===== src/rtl/pixel_packer_if.sv =====
// rtl/pixel_packer_if.sv - pixel input and packed AXI4-Stream output bundle for pixel_packer
interface pixel_packer_if;
   logic [7:0]  in_r;
   logic [7:0]  in_g;
   logic [7:0]  in_b;
   logic        in_valid;
   logic        in_stream_ready;
   logic [31:0] out_stream_tdata;
   logic        out_stream_tvalid;
   logic        out_stream_tready;
   logic        out_stream_tlast;
   logic        out_stream_tuser;
   logic        frame_done;

   // Environment side: offers pixels, consumes packed words.
   modport master (
      output in_r, in_g, in_b, in_valid, out_stream_tready,
      input  in_stream_ready, out_stream_tdata, out_stream_tvalid,
      input  out_stream_tlast, out_stream_tuser, frame_done
   );

   // Packer side.
   modport slave (
      input  in_r, in_g, in_b, in_valid, out_stream_tready,
      output in_stream_ready, out_stream_tdata, out_stream_tvalid,
      output out_stream_tlast, out_stream_tuser, frame_done
   );
endinterface


===== src/rtl/pixel_packer.sv =====
// rtl/pixel_packer.sv - packs RGB888 pixels, 4 pixels into 3 32-bit stream words with SOF/EOL
module pixel_packer #(
   parameter int X_SIZE = 640,
   parameter int Y_SIZE = 480
) (
   input  logic           aclk,
   input  logic           areset,
   pixel_packer_if.slave  bus
);

   localparam int XW = (X_SIZE > 1) ? $clog2(X_SIZE) : 1;
   localparam int YW = (Y_SIZE > 1) ? $clog2(Y_SIZE) : 1;
   localparam logic [XW-1:0] X_LAST = XW'(X_SIZE - 1);
   localparam logic [YW-1:0] Y_LAST = YW'(Y_SIZE - 1);

   typedef enum logic [1:0] {P0, P1, P2, P3} phase_e;

   phase_e        phase_q, phase_d;
   logic [XW-1:0] x_q, x_d;
   logic [YW-1:0] y_q, y_d;
   logic [23:0]   part_q, part_d;
   logic [31:0]   word_d;
   logic [31:0]   tdata_q;
   logic          tvalid_q;
   logic          tlast_q;
   logic          tuser_q;
   logic          last_line_q;
   logic          frame_done_q;
   logic          ready;
   logic          accept;
   logic          load;

   always_ff @(posedge aclk) begin
      if (areset) begin
         phase_q <= P0;
      end else begin
         phase_q <= phase_d;
      end
   end

   always_comb begin
      phase_d = phase_q;
      if (accept) begin
         unique case (phase_q)
            P0: phase_d = P1;
            P1: phase_d = P2;
            P2: phase_d = P3;
            P3: phase_d = P0;
         endcase
      end
   end

   // P0 only fills the partial register, so it never needs the output slot.
   always_comb begin
      ready  = (phase_q == P0) || !tvalid_q || bus.out_stream_tready;
      accept = bus.in_valid && ready;
      load   = accept && (phase_q != P0);
      word_d = '0;
      part_d = part_q;
      unique case (phase_q)
         P0: part_d = {bus.in_b, bus.in_g, bus.in_r};
         P1: begin
            word_d = {bus.in_r, part_q};
            part_d = {8'h00, bus.in_b, bus.in_g};
         end
         P2: begin
            word_d = {bus.in_g, bus.in_r, part_q[15:0]};
            part_d = {16'h0000, bus.in_b};
         end
         P3: word_d = {bus.in_b, bus.in_g, bus.in_r, part_q[7:0]};
      endcase
      if (!accept) begin
         part_d = part_q;
      end
   end

   always_comb begin
      x_d = x_q;
      y_d = y_q;
      if (accept) begin
         if (x_q == X_LAST) begin
            x_d = '0;
            y_d = (y_q == Y_LAST) ? '0 : y_q + YW'(1);
         end else begin
            x_d = x_q + XW'(1);
         end
      end
   end

   always_ff @(posedge aclk) begin
      if (areset) begin
         part_q       <= '0;
         x_q          <= '0;
         y_q          <= '0;
         tdata_q      <= '0;
         tvalid_q     <= 1'b0;
         tlast_q      <= 1'b0;
         tuser_q      <= 1'b0;
         last_line_q  <= 1'b0;
         frame_done_q <= 1'b0;
      end else begin
         part_q       <= part_d;
         x_q          <= x_d;
         y_q          <= y_d;
         frame_done_q <= tvalid_q && bus.out_stream_tready && tlast_q && last_line_q;
         // A new word may replace one leaving on this same edge: no bubble.
         if (load) begin
            tdata_q     <= word_d;
            tvalid_q    <= 1'b1;
            tlast_q     <= (x_q == X_LAST);
            tuser_q     <= (x_q == XW'(1)) && (y_q == '0);
            last_line_q <= (y_q == Y_LAST);
         end else if (bus.out_stream_tready) begin
            tvalid_q <= 1'b0;
            tlast_q  <= 1'b0;
            tuser_q  <= 1'b0;
         end
      end
   end

   assign bus.in_stream_ready   = ready;
   assign bus.out_stream_tdata  = tdata_q;
   assign bus.out_stream_tvalid = tvalid_q;
   assign bus.out_stream_tlast  = tlast_q;
   assign bus.out_stream_tuser  = tuser_q;
   assign bus.frame_done        = frame_done_q;

endmodule

===== src/flat_wrapper.sv =====
// flat-port wrapper written by rule: the top's interface ports become plain ports
module pixel_packer_flat 
#(
   parameter int X_SIZE = 640,
   parameter int Y_SIZE = 480
)
  (aclk, areset, bus_in_r, bus_in_g, bus_in_b, bus_in_valid, bus_out_stream_tready, bus_in_stream_ready, bus_out_stream_tdata, bus_out_stream_tvalid, bus_out_stream_tlast, bus_out_stream_tuser, bus_frame_done);
  pixel_packer_if bus_i ();
  input  logic aclk;
  input  logic areset;
  input wire logic [$bits(bus_i.in_r)-1:0] bus_in_r;
  input wire logic [$bits(bus_i.in_g)-1:0] bus_in_g;
  input wire logic [$bits(bus_i.in_b)-1:0] bus_in_b;
  input wire logic [$bits(bus_i.in_valid)-1:0] bus_in_valid;
  input wire logic [$bits(bus_i.out_stream_tready)-1:0] bus_out_stream_tready;
  output wire logic [$bits(bus_i.in_stream_ready)-1:0] bus_in_stream_ready;
  output wire logic [$bits(bus_i.out_stream_tdata)-1:0] bus_out_stream_tdata;
  output wire logic [$bits(bus_i.out_stream_tvalid)-1:0] bus_out_stream_tvalid;
  output wire logic [$bits(bus_i.out_stream_tlast)-1:0] bus_out_stream_tlast;
  output wire logic [$bits(bus_i.out_stream_tuser)-1:0] bus_out_stream_tuser;
  output wire logic [$bits(bus_i.frame_done)-1:0] bus_frame_done;
  assign bus_i.in_r = bus_in_r;
  assign bus_i.in_g = bus_in_g;
  assign bus_i.in_b = bus_in_b;
  assign bus_i.in_valid = bus_in_valid;
  assign bus_i.out_stream_tready = bus_out_stream_tready;
  assign bus_in_stream_ready = bus_i.in_stream_ready;
  assign bus_out_stream_tdata = bus_i.out_stream_tdata;
  assign bus_out_stream_tvalid = bus_i.out_stream_tvalid;
  assign bus_out_stream_tlast = bus_i.out_stream_tlast;
  assign bus_out_stream_tuser = bus_i.out_stream_tuser;
  assign bus_frame_done = bus_i.frame_done;
  pixel_packer #(.X_SIZE(X_SIZE), .Y_SIZE(Y_SIZE)) u_core (.aclk(aclk), .areset(areset), .bus(bus_i));
endmodule

===== config.mk =====
export PLATFORM = sky130hd
export DESIGN_NAME = pixel_packer_flat
export DESIGN_NICKNAME = d
export VERILOG_FILES = /design/src/rtl/pixel_packer_if.sv /design/src/rtl/pixel_packer.sv /design/src/flat_wrapper.sv
export SDC_FILE = /design/constraint.sdc
export NUM_CORES = 1
export LEC_CHECK = 0
export ABC_AREA = 1
export BUFFER_PORTS_ARGS = -buffer_cell sky130_fd_sc_hd__buf_2
export CAP_MARGIN = 20
export CORE_MARGIN = 5
export CORE_UTILIZATION = 38
export DETAILED_ROUTE_END_ITERATION = 10
export PLACE_DENSITY = 0.58
export SLEW_MARGIN = 20
export SYNTH_ARGS = -nofsm -noshare
export SYNTH_HDL_FRONTEND = slang
export SYNTH_SLANG_ARGS = --single-unit

===== constraint.sdc =====
create_clock -name aclk -period 1.5 [get_ports aclk]
set_input_delay 0.075 -clock aclk [delete_from_list [all_inputs] [get_ports aclk]]
set_output_delay 0.075 -clock aclk [all_outputs]
set_load 0.02 [all_outputs]

# Word level (Yosys, flattened, before mapping)
# Index checks and enable logic that the tools add are counted.
# classes
addsub,2
mul,0
div_mod_pow,0
n_lt_le_gt_ge,0
n_eq_ne,6
n_shift,0
mux,9
bitwise_logic,0
reduce_logical,16
# op_table
operator,count
$pmux 32 s3,1
$pmux 24 s3,1
$add 10x1->10 const B,1
$eq 10x1->1 const B,1
$eq 10x10->1 const B,1
$mux 10,1
$add 9x1->9 const B,1
$eq 9x9->1 const B,1
$logic_not 9->1,1
$mux 9,1
$pmux 2 s4,1
$logic_and 1x1->1,6
$eq 2x2->1 const B,2
$mux 1,4
$reduce_and 2->1,2
$reduce_bool 2->1,2
$reduce_bool 3->1,1
$eq 2x1->1 const B,1
$logic_not 2->1,1
$logic_or 1x1->1,2
$logic_not 1->1,1
# totals
regBits,82
latchBits,0
ram_bits,0
rom_bits,0
in_bits,28
out_inout_bits,37
word_cells,43
n_memories,0

# Longest topological paths before layout
# Gate-level depths: netlist of the first run.
# logic_depth
ltp_word,6
mapped_depth,12
depth_no_buf,12

# Least setup slack after synthesis of the first run
# No wires, ideal clock.
# synth_path
kind,flip-flop to flip-flop
startpoint,register u_core.phase_q[0]
endpoint,register u_core.part_q[6]
setup_ps,64
arrival_time_ps,1512
required_ps,1436
setup_slack_ps,-76
stages_incl_launch_ff,11
path_buffers,1
synth_period_minus_slack_ps,1576
cell_sequence,dfxtp_1 > inv_1 > ha_1 > inv_1 > nand3_2 > nand2_4 > nor2_4 > inv_2 > buf_2 > nor2_1 > nor2_1
# synth_between
elab_chain_len,5
word_cells_on_any_way,9
cone_classes,eq/ne (2); mux (1); reduce/logical (6)
# synth_rtl
item,line_no,rtl
from (decl),pixel_packer.sv:18,"phase_e phase_q, phase_d;"
from (signal assigned),pixel_packer.sv:37,phase_q <= phase_d;
$logic_not 2->1,pixel_packer.sv:55,ready = (phase_q == P0) || !tvalid_q || bus.out_stream_tready;
$logic_or 1x1->1 (2 in series),pixel_packer.sv:55,
via bus_in_stream_ready,flat_wrapper.sv:16,output wire logic [$bits(bus_i.in_stream_ready)-1:0] bus_in_stream_ready;
$logic_and 1x1->1,pixel_packer.sv:56,accept = bus.in_valid && ready;
$reduce_and 2->1 (no source line),--,
to (signal assigned),pixel_packer.sv:102,part_q <= part_d;
to (decl),pixel_packer.sv:21,"logic [23:0] part_q, part_d;"
# The timed path passes the listed nets, and every way through them passes these cells.
# A chain may end at the register's enable or synchronous reset.

# Worst setup path in the final report of the first run
# layout_path
startpoint,register u_core.phase_q[0]
endpoint,register u_core.part_q[17]
# layout_between
elab_chain_len,5
word_cells_on_any_way,9
cone_classes,eq/ne (2); mux (1); reduce/logical (6)
# layout_rtl
item,line_no
$logic_not 2->1,"pixel_packer.sv:55, pixel_packer.sv:60"
$logic_or 1x1->1 (2 in series),pixel_packer.sv:55
$logic_and 1x1->1,pixel_packer.sv:56
$reduce_and 2->1 (no source line),--
# Several ways; a longest one is shown, not always the timed one.

==> results.cfg, run 1 <==
[status]
outcome = finished, final reports clean

[detailed_routing]
routedWlPerCell_um = 15.79
vias = 4612
remaining_drc_errors = 0
drtAntennaViolNets = 0
wire_length_after_detailed_routing_mm = 13.87
detailedRoute.firstIterationViolations = 364
drt_first_pass_iters = 5
vias_per_cell = 5.253

[run]
max_cap_violations = 0

[final_layout]
insertedDiodeCount = 0
layout.cells.non_filler = 878
final_layout_size_suffix_gt1_share_pct = 30.08
layout.core_utilization_pct = 54.36
final_cell_mix = sky130_fd_sc_hd__nand2_1 (138), sky130_fd_sc_hd__dfxtp_1 (78), sky130_fd_sc_hd__nor2_1 (63), sky130_fd_sc_hd__buf_2 (63), sky130_fd_sc_hd__nand3_1 (61)
most_frequent_standard_cell_in_the_layout_excluding_fill_and_tap_cells = sky130_fd_sc_hd__nand2_1
design.final.nets = 771
layout-area-overhead-vs-synth_pct = 39.49

[worst_setup_path]
timing.critical_path.arrival_ns = 1.73
worst_setup_path_start_kind = register
worstRegToRegCells = 8
cp-end-kind = register
worst_setup_path_endpoint = u_core.part_q[17]$_SDFFE_PP0P_
worst-setup-path-type = register to register
critical_path.reg2reg.startpoint = u_core.phase_q[0]$_SDFFE_PP0N_
reg2reg_to = u_core.part_q[17]$_SDFFE_PP0P_
worstSetupStartpoint = u_core.phase_q[0]$_SDFFE_PP0N_
worst-endpoint-required_ns = 1.74
crit_fanout = 12
worst-r2r-setup-slack_ns = 0.007

[pwr]
power_switching_share_pct = 28.49
pwr-share-clk_pct = 36.7
cellLeakagePower_nw = 2.417
share_seq_of_total_power_pct = 40.3
p_per_area_nw_per_um2 = 974.6
total_power_mw = 5.768
netSwitchingPower_mw = 1.643
vdd_drop_max_mv = 0.6014
power.internal_mw = 4.125
comb_power_share_pct = 23.0

[timing]
period_share_pct = 99.51
skew_ns = 0.01403
max_freq_ghz = 0.6700
slew_violations = 0
setup-violations-final = 0
final_period_minus_worst_setup_slack_ns = 1.493
finalSetupTns_ns = 0
timing_worst_slew_pin_value_ns = 0.4189
setup_repair_after_global_routing_missed_its_margin = true
finalWorstSetupSlack_ns = 0.007419
slew_headroom_pct = 72.08
timing.final.hold_violations = 0

[cts]
max-clock-path-buffers = 2
insertion_delay_ns = 0.37
clock_sinks = 82
path_clk_slew_ns = 0.08
cts_tree = yes
root_buf_cell = sky130_fd_sc_hd__clkbuf_8
numCtsBuffers = 9
cts-htree-levels = 3

[die]
initial_core_util_pct = 38.97
die_outline_area_sq_um = 13380
floorplan.core_area_sq_um = 10890
floorplan.io_pins = 65
num_rows = 38
die_width_um = 115.7
dieHeight_um = 115.7

[synthesis]
synthesis.yosys.warnings = 0
synth_top_cell_area_share_pct = 38.69
share_of_synthesized_area_occupied_by_flip_flops_and_latches_pct = 38.69
synth_top_area_cell = sky130_fd_sc_hd__dfxtp_1
synth-seq-cells = 82
synth_fp_nets = 666
netlist_area_sq_um = 4243
yosys-top-cells-area = sky130_fd_sc_hd__dfxtp_1 (39%), sky130_fd_sc_hd__nand2_1 (12%), sky130_fd_sc_hd__nand3_1 (8.0%)
synth_cell_type_count = 28
syn-mean-instance-area_sq_um = 6.756
synthesized_instance_count = 628

[grt]
groute.usage.overall_pct = 19.12
grt_overflow_total = 0
first_global_vias = 4212
antenna_found_initial = 0
maximum_number_of_pins_on_one_net_before_global_route_repair = 37
grt_first_pass_wirelength_mm = 20.49

[place]
hpwlAfterDp_mm = 8.797
buffer_ports.inserted = 64
finalWeightedCongestion = 0.9262
placed_cells = 843
detailedPlace.worstSlack_ns = -0.2241

[hold_path]
worst_hold_path_type = input pin to register
logic make-up (layout without fill, tap and decap cells):
family	Yosys count	after routing	share of synthesized area, %
fa+ha+maj	10	10	2.949
buf+inv	93	203	9.555
simple gates	310	310	31.85
flops	82	82	38.69
compound gates	131	131	16.54
xor+xnor	2	2	0.4129
synth_stat cells:
library cell	number
sky130_fd_sc_hd__nor3_1	6
sky130_fd_sc_hd__clkbuf_1	15
sky130_fd_sc_hd__nand2_4	2
sky130_fd_sc_hd__nand2_1	138
sky130_fd_sc_hd__nand3b_1	1
sky130_fd_sc_hd__o211ai_1	16
sky130_fd_sc_hd__xor2_1	2
sky130_fd_sc_hd__nand4_1	6
sky130_fd_sc_hd__buf_2	12
sky130_fd_sc_hd__a21oi_2	1
sky130_fd_sc_hd__nand3_4	1
sky130_fd_sc_hd__nand2_2	3
sky130_fd_sc_hd__nor2_4	3
sky130_fd_sc_hd__nor2_2	2
sky130_fd_sc_hd__buf_4	3
sky130_fd_sc_hd__inv_2	8
sky130_fd_sc_hd__nor2_1	78
sky130_fd_sc_hd__inv_1	49
sky130_fd_sc_hd__nand3_2	2
sky130_fd_sc_hd__nand3_1	68
sky130_fd_sc_hd__a211oi_1	1
sky130_fd_sc_hd__o21ai_1	2
sky130_fd_sc_hd__buf_1	2
sky130_fd_sc_hd__dfxtp_1	82
sky130_fd_sc_hd__ha_1	10
sky130_fd_sc_hd__a21oi_1	51
sky130_fd_sc_hd__o21ai_0	60
sky130_fd_sc_hd__buf_6	4
area by class of cell:
class	count	area [sq um]
Clock buffer	10	127.6
Inverter	57	246.5
Tap cell	140	175.2
Multi-Input combinational cell	453	2456
Fill cell	1040	4970
Sequential cell	82	1649
Timing Repair Buffer	130	1126
Clock inverter	6	137.6
critical path, cell delays in order, from the launching register on:
cell and delay, ns:
sky130_fd_sc_hd__dfxtp_4 0.37, sky130_fd_sc_hd__buf_4 0.15, sky130_fd_sc_hd__buf_4 0.12, sky130_fd_sc_hd__ha_2 0.18, sky130_fd_sc_hd__nor2_4 0.16, sky130_fd_sc_hd__inv_4 0.08
sky130_fd_sc_hd__clkbuf_16 0.18, sky130_fd_sc_hd__nand2_1 0.06, sky130_fd_sc_hd__a21oi_1 0.06
per-stage QoR:
stage	cell area (sq um)	hold WS [ns]
finish	5918	0.01839
global route	5918	0.01041
CTS	5363	0.001528
detailed placement	5007	0.3565
global placement	5007	0.3471
floorplan	4250	0.2255
routing by layer:
metal	global-route usage, %	routed length (um)
met5	0	0
met4	6.032	204
met3	3.916	955
met2	30.02	6212
met1	26.47	6493
how the worst min path moves through the flow:
stage	from	endpoint	slack (ns)	cells after the start
final	bus_in_b[5]	u_core.part_q[21]$_SDFFE_PP0P_	0.02	3
after global routing	bus_in_b[5]	u_core.part_q[21]$_SDFFE_PP0P_	0.01	3
after CTS	bus_in_b[5]	u_core.part_q[21]$_SDFFE_PP0P_	0.002	3
after detailed placement	bus_out_stream_tready	u_core.bus.frame_done$_SDFF_PP0_	0.36	3
after global placement	bus_out_stream_tready	u_core.bus.frame_done$_SDFF_PP0_	0.35	3
after floorplan	bus_out_stream_tready	u_core.bus.frame_done$_SDFF_PP0_	0.23	2
flip-flops by register name, summed over array words and instances, names as in the netlist:
name,cells
u_core.part_q,24
u_core.bus.out_stream_tlast,1
u_core.bus.out_stream_tvalid,1
u_core.bus.frame_done,1
u_core.bus.out_stream_tuser,1
u_core.phase_q,2
u_core.x_q,10
u_core.bus.out_stream_tdata,32
u_core.last_line_q,1
u_core.y_q,9
power groups by stage:
stage | registers, mW | clock network [mW] | logic [mW]
floorplan | 2.38 | 0 | 0.546
global placement | 2.36 | 0 | 0.945
detailed placement | 2.37 | 0 | 0.952
CTS | 2.32 | 2.17 | 1.01
global route | 2.33 | 2.26 | 1.42
finish | 2.32 | 2.12 | 1.33
repair_timing:
item                                   CTS  global route
hold buffers                             1             0
pin swaps                                2            14
cloned                                   0            11
setup endpoints to repair               60            72
endpoints found under the hold margin    1             0
resized for setup                       19            85
buffers inserted                         3             4
Note: power is estimated with default switching activity, not from simulation.
==> inputs of run 2 (changes only) <==
CORE_ASPECT_RATIO = 0.9   (was default)
CORE_UTILIZATION = 51   (was 38)
CTS_CLUSTER_SIZE = 25   (was default)
PLACE_DENSITY = 0.75   (was 0.58)
==> run 2 against run 1 <==
The run now ends with setup timing left. First-iteration DRC count grew 60%. Sequential share of layout area grew 0.68 points. Hold slack gained 0.0048 ns. Global-route usage is 5.1 points higher. Clock skew down 0.0051 ns. Core utilization is 17 points higher. Setup slack worse by 0.16 ns. Critical path type unchanged. Largest power group unchanged.
==> results.cfg, run 2 (same netlist as run 1, synthesis figures left out) <==
[timing]
finalWorstSetupSlack_ns = -0.1509
slew_violations = 0
final_period_minus_worst_setup_slack_ns = 1.651
slew_headroom_pct = 68.31
finalSetupTns_ns = -2.181
skew_ns = 0.008898
setup-violations-final = 38
period_share_pct = 110.1
max_freq_ghz = 0.6057
fin_worst_hold_slack_ns = 0.02316
timing_worst_slew_pin_value_ns = 0.4717
timing.final.hold_violations = 0
setup_repair_after_global_routing_missed_its_margin = true

[final_layout]
most_frequent_standard_cell_in_the_layout_excluding_fill_and_tap_cells = sky130_fd_sc_hd__nand2_1
layout-area-overhead-vs-synth_pct = 36.60
insertedDiodeCount = 0
final_layout_size_suffix_gt1_share_pct = 31.10
largest_register_ffs = 32
post-route-cell-area_sq_um = 5796
final_cell_mix = sky130_fd_sc_hd__nand2_1 (128), sky130_fd_sc_hd__dfxtp_1 (78), sky130_fd_sc_hd__nand3_1 (64), sky130_fd_sc_hd__buf_2 (63), sky130_fd_sc_hd__nor2_1 (56)
layout.core_utilization_pct = 71.84
design.final.nets = 763

[cts]
max-clock-path-buffers = 2
cts-htree-levels = 3
insertion_delay_ns = 0.37
numCtsBuffers = 9
path_clk_slew_ns = 0.09
clock_sinks = 82
root_buf_cell = sky130_fd_sc_hd__clkbuf_8
cts_tree = yes

[detailed_routing]
drt_first_pass_iters = 6
drtAntennaViolNets = 0
remaining_drc_errors = 0
vias_per_cell = 5.908
vias = 4898
detailedRoute.firstIterationViolations = 583
routedWlPerCell_um = 17.30
wire_length_after_detailed_routing_mm = 14.34

[place]
finalWeightedCongestion = 0.9545
buffer_ports.inserted = 64
placement.cell_area_sq_um = 4906
hpwlAfterDp_mm = 8.731

[worst_setup_path]
critical_path.reg2reg.startpoint = u_core.phase_q[1]$_SDFFE_PP0N_
worstSetupStartpoint = u_core.phase_q[1]$_SDFFE_PP0N_
timing.critical_path.arrival_ns = 1.92
worstRegToRegCells = 10
cp-end-kind = register
worst-r2r-setup-slack_ns = -0.15
crit_fanout = 10
worst_setup_path_start_kind = register
worst-setup-path-type = register to register
worst-endpoint-required_ns = 1.77
reg2reg_to = u_core.part_q[0]$_SDFFE_PP0P_

[grt]
grt_overflow_total = 0
first_global_vias = 4013
antenna_found_initial = 0
maximum_number_of_pins_on_one_net_before_global_route_repair = 41
grt_first_pass_wirelength_mm = 19.58
groute.usage.overall_pct = 24.18

[die]
initial_core_util_pct = 52.59
num_rows = 31
floorplan.io_pins = 65
die_width_um = 106.1
dieHeight_um = 96.53
floorplan.core_area_sq_um = 8068
die_outline_area_sq_um = 10250

[run]
max_cap_violations = 0

[pwr]
vdd_drop_max_mv = 0.4622
p_per_area_nw_per_um2 = 928.2
cellLeakagePower_nw = 2.385
total_power_mw = 5.379

[hold_path]
min_delay_worst_endpoint = u_core.part_q[17]$_SDFFE_PP0P_
worst_hold_path_type = input pin to register
hp-start = bus_in_b[1]
min_path_cells = 3

[status]
failed_checks = setup timing
outcome = finished with violations
[run 2: cell count changes in the layout (fill, tap and decap cells not counted), moves of 5 or more]
cell | previous run | this run
sky130_fd_sc_hd__a21oi_1 | 39 | 49
sky130_fd_sc_hd__a21oi_2 | 12 | 2
sky130_fd_sc_hd__buf_4 | 42 | 32
sky130_fd_sc_hd__buf_6 | 4 | 10
sky130_fd_sc_hd__inv_4 | 8 | 3
sky130_fd_sc_hd__inv_6 | 1 | 6
sky130_fd_sc_hd__nand2_1 | 138 | 128
sky130_fd_sc_hd__nand2_2 | 2 | 9
sky130_fd_sc_hd__nor2_1 | 63 | 56
sky130_fd_sc_hd__nor2_4 | 6 | 16
sky130_fd_sc_hd__o21ai_0 | 46 | 30
sky130_fd_sc_hd__o21ai_2 | 5 | 17
[run 2: worst max path at each step]
stage                                                         endpoint  cells past startpoint  slack, ns
after global placement    u_core.bus.out_stream_tdata[10]$_SDFFE_PP0P_                      7      -0.12
final                                    u_core.part_q[0]$_SDFFE_PP0P_                     10      -0.15
after floorplan                          u_core.part_q[6]$_SDFFE_PP0P_                     10       0.01
after CTS                                   u_core.x_q[8]$_SDFFE_PP0N_                     11      -0.02
after detailed placement                    u_core.x_q[8]$_SDFFE_PP0N_                     11      -0.11
after global routing                        u_core.x_q[9]$_SDFFE_PP0N_                      6      -0.17
[run 2: critical path, stage by stage (launching register included)]
cell	delay (ns)
sky130_fd_sc_hd__dfxtp_4	0.38
sky130_fd_sc_hd__buf_4	0.16
sky130_fd_sc_hd__ha_4	0.18
sky130_fd_sc_hd__buf_12	0.14
sky130_fd_sc_hd__buf_12	0.14
sky130_fd_sc_hd__nand2_1	0.08
sky130_fd_sc_hd__o21ai_0	0.12
sky130_fd_sc_hd__nand2_1	0.08
sky130_fd_sc_hd__o21ai_0	0.08
sky130_fd_sc_hd__nor2_1	0.13
sky130_fd_sc_hd__nor2_1	0.06
[run 2: area by class of cell]
cell class              count  area, sq um
fillers                   594         2272
flip-flops and latches     82         1654
multi-input cells         453         2554
repair buffers            122         1008
well taps                  99        123.9
clock buffers               9        123.9
inverters                  57        247.7
clock inverters             7        83.83
[run 2: where the power goes]
group | leakage, nW | internal (mW) | switching [mW] | total [mW]
clock | 0.103 | 0.801 | 0.926 | 1.73
combinational | 1.61 | 0.534 | 0.773 | 1.31
sequential | 0.669 | 2.27 | 0.0789 | 2.35
total | 2.39 | 3.60 | 1.78 | 5.38
[run 2: per-stage QoR]
stage	setup slack, ns	instances
3_3_place_gp	-0.1225	797
5_1_grt	-0.1721	829
6_report	-0.1509	829
2_1_floorplan	0.01061	628
4_1_cts	-0.01880	819
3_5_place_dp	-0.1109	797
[run 2: what timing repair did]
item,4_1_cts,5_1_grt
gates resized for setup,19,136
hold buffers,1,0
setup endpoints to repair,71,77
gates cloned,0,5
pin swaps,3,36
buffers inserted,5,6
endpoints found under the hold margin,1,0
[run 2: layer usage]
metal	routed length, um	vias up	track usage, %
li1	-	2259	-
met3	1614	42	5.249
met2	6521	330	37.39
met4	371	0	8.198
met1	5833	2267	33.61
met5	0	-	0
